`src/rtl/multi_mode_counter.sv`:
```
// multi_mode_counter: loadable up/down counter that wraps silently, priority reset > load > count
module multi_mode_counter #(
  parameter int WIDTH = 4
) (
  input  logic             clk,
  input  logic             reset,
  input  logic             load,
  input  logic             upDown,
  input  logic [WIDTH-1:0] loadValue,
  output logic [WIDTH-1:0] count
);
  logic [WIDTH-1:0] r_count;
  always_ff @(posedge clk)
    r_count <= reset ? '0 : load ? loadValue : upDown ? r_count + WIDTH'(1) : r_count - WIDTH'(1);
  assign count = r_count;
endmodule

```
`config.mk`:
```
export PLATFORM = sky130hd
export DESIGN_NAME = multi_mode_counter
export DESIGN_NICKNAME = d
export VERILOG_FILES = /design/src/rtl/multi_mode_counter.sv
export SDC_FILE = /design/constraint.sdc
export NUM_CORES = 1
export LEC_CHECK = 0
export BUFFER_PORTS_ARGS = -buffer_cell sky130_fd_sc_hd__clkbuf_2
export CAP_MARGIN = 0
export CORE_AREA = 2 2 39 41
export CTS_CLUSTER_SIZE = 8
export DETAILED_ROUTE_END_ITERATION = 8
export DIE_AREA = 0 0 41 43
export GPL_TIMING_DRIVEN = 0
export HOLD_SLACK_MARGIN = 0.12
export PLACE_DENSITY = 0.47
export RECOVER_POWER = 50
export REMOVE_ABC_BUFFERS = 1
export SLEW_MARGIN = 20
export SYNTH_ARGS = -nofsm -noshare
export SYNTH_HDL_FRONTEND = slang
export SYNTH_SLANG_ARGS = --single-unit
```
`constraint.sdc`:
```
create_clock -name clk -period 2.44 [get_ports clk]
set_input_delay 0 -clock clk [delete_from_list [all_inputs] [get_ports clk]]
set_output_delay 0 -clock clk [all_outputs]
set_load 0.005 [all_outputs]
```
==> results.md <==
* Die Area at about 1800 µm²
* # rows at 14
* RSZ-0062 raised after global routing: false
* M1 GR Usage at 0.100
* Max reg flops at 4
* Synth Area per Inst at slightly below 10 µm²
* Sequential cell area at 80.1 µm²
* Max VDD drop at roughly 0.29 mV
* HP Class: in2reg
* Vias at 257
* Start point of the critical path: count[2]
* Critical path class: reg2reg
* Largest net degree at the start of global routing at 8
* Leading cell types in the layout, fill and taps excluded: 9 x dlygate4sd3_1, 9 x clkbuf_2, 5 x nor2_1, 4 x dfxtp_1, 3 x clkbuf_4
* First-pass GRT wire length at 855 µm
* Final net count at 60
* Clk root buf: clkbuf_4
* Post-Syn Area at roughly 250 µm²
* Clock insertion delay at the later pin of the skew report at approximately 0.24 ns
* N_diodes at 0
* TNS Setup at 0 ns
* CTS tree: built
* Clock transition at the registers of the reported paths at 0.04 ns
* Post-route ant nets at 0
* R2r startpoint: count[2]
* GP Congestion at roughly 0.7
* H-tree depth at 1
* Core area at approximately 1400 µm²
* Die Y at 43 µm
* Share of cells above drive strength 1 at 0.277
* Final Setup Violations at 0
* WL/cell at 9.02 µm
* Register-to-register setup slack at around 0.6 ns
* I/O Pins at 12
* Cell breakdown of the critical path: ha_1, a21oi_1, a2111o_1, o211ai_2, dlygate4sd3_1
* Total Routing Usage GR at 0.0774
* Clock buffer depth at 2
* Synth warn at 0
* Fin. Hold Viols at 0
* Seq/Total Area, Yosys at 0.327
* Power Density at roughly 550 nW/µm²
* Minimum clock period at 1.85 ns
* Synth Register Bits at 4
* Grt peak-use layer: met1
* CTS sink cnt at 4
* Slew @ Worst Pin at 0.189 ns
* Fillers at 150
* Worst path slowest cell: dlygate4sd3_1
* Synth Instances at 25
* Crit share post-route at 0.758
* Req. time, crit path at 2.62 ns
* Area delta synth->final at 70.9%
* Overflow after GRT at 0
* Critical Path AT at about 2.0 ns
* Vias in the first global route at approximately 220
* Worst R2R End: count[3]
* TritonCTS buffer count at 3
* Leakage at 0.204 nW
* Synth cell types at 15
* Status: completed
* Initial antenna violation count at 0
* Max Cap Violations at 0
* Maximum fanout along the worst path at 3
* Max Fclk at between 500 and 600 MHz
* Via/cell ratio at slightly above 4
* Worst reg2reg path depth at 5
* End of the critical path: count[3]
* Drt pass-1 iters at 4
* Final wirelength at 568 µm
* Fin. max-slew vios at 0
* Initial Util at 0.177
* # DRC at 0
* Met2 Use GR at 0.0875
* Worst Setup Start Kind: flop
* Port Buffers at 11
* Slowest cell delay on critical path at roughly 0.55 ns
* Footprint of the multi-input gates at roughly 150 µm²
* Detailed Route Iter0 Violations at 6
* Final Util at 0.303
* GR Layer Usage met3 at 0.0942
* Width of the die at ~41 µm
* Setup Skew at roughly 0.0064 ns
* Endpoint class of the critical path: flop
* Slew Limit Headroom at 0.873
-- report_power, final --
group	switching [W]	leakage (nW)	internal [W]
clock	0.0000318	0.0138	0.0000553
sequential	0.00000591	0.0333	0.0000731
combinational	0.0000263	0.157	0.0000383
-- worst min path at each step --
stage | startpoint | to | slack (ns) | cells after the start
after floorplan | reset | count[0] | 0.07 | 1
after global placement | loadValue[0] | count[0] | 0.24 | 3
after detailed placement | loadValue[0] | count[0] | 0.24 | 3
after CTS | reset | count[1] | 0.56 | 3
after global routing | reset | count[1] | 0.58 | 3
final | reset | count[1] | 0.57 | 3
-- routing by layer --
metal,vias to the layer above,share of wire,wire [µm]
met4,0,0,0
met3,0,0.17,96
met1,109,0.50,285
met5,-,0,0
met2,16,0.33,186
li1,132,-,-
-- critical path, delay by kind of cell, from the launching register on --
family | cells | cell delay, ns
flops | 1 | 0.31
buf+inv | 1 | 0.55
fa+ha+maj | 1 | 0.32
compound gates | 3 | 0.59
-- logic make-up (layout without fill, tap and decap cells) --
kind of cell / count (synthesis) / after routing / synth area share
and+or+nand+nor: 8 / 8 / 0.138
adders and majority gates: 3 / 3 / 0.184
buffers and inverters: 2 / 24 / 0.0612
AOI/OAI and AO/OA: 4 / 4 / 0.138
DFF: 4 / 4 / 0.327
muxes: 2 / 2 / 0.0816
xor gates and xnor gates: 2 / 2 / 0.0714
-- synthesized netlist by cell type --
cell,instances,area share
nor2_1,5,0.077
dfxtp_1,4,0.33
a21oi_1,2,0.041
ha_1,2,0.10
mux2i_1,2,0.082
a2111o_1,1,0.046
buf_6,1,0.046
fa_1,1,0.082
inv_1,1,0.015
nand2_1,1,0.015
nand3_1,1,0.020
nand4_1,1,0.026
o211ai_2,1,0.051
xnor2_1,1,0.036
xor2_1,1,0.036
-- per-stage QoR --
stage / total power (W) / worst slack [ns] / hold WS, ns / instance area (µm²) / instances
global route: 0.000248 / 0.540 / 0.583 / 419 / 63
global placement: 0.000128 / 1.17 / 0.236 / 309 / 51
CTS: 0.000234 / 0.594 / 0.563 / 422 / 63
detailed placement: 0.000129 / 1.15 / 0.240 / 309 / 51
finish: 0.000231 / 0.590 / 0.571 / 419 / 63
floorplan: 0.000108 / 1.20 / 0.0724 / 234 / 24
-- timing repair --
item	4_1_cts	5_1_grt
setup buffers	0	0
setup endpoints to repair	0	0
hold endpoints to repair	4	0
resized for setup	0	0
hold buffers	9	0
-- cell type report --
| class | count | share of cell area |
|---|---|---|
| multi-input cells | 19 | 0.358 |
| repair buffers | 20 | 0.340 |
| flip-flops and latches | 4 | 0.191 |
| clock buffers | 3 | 0.0537 |
| well taps | 16 | 0.0478 |
| inverters | 1 | 0.00896 |
Power figures use the tool's default switching activity.
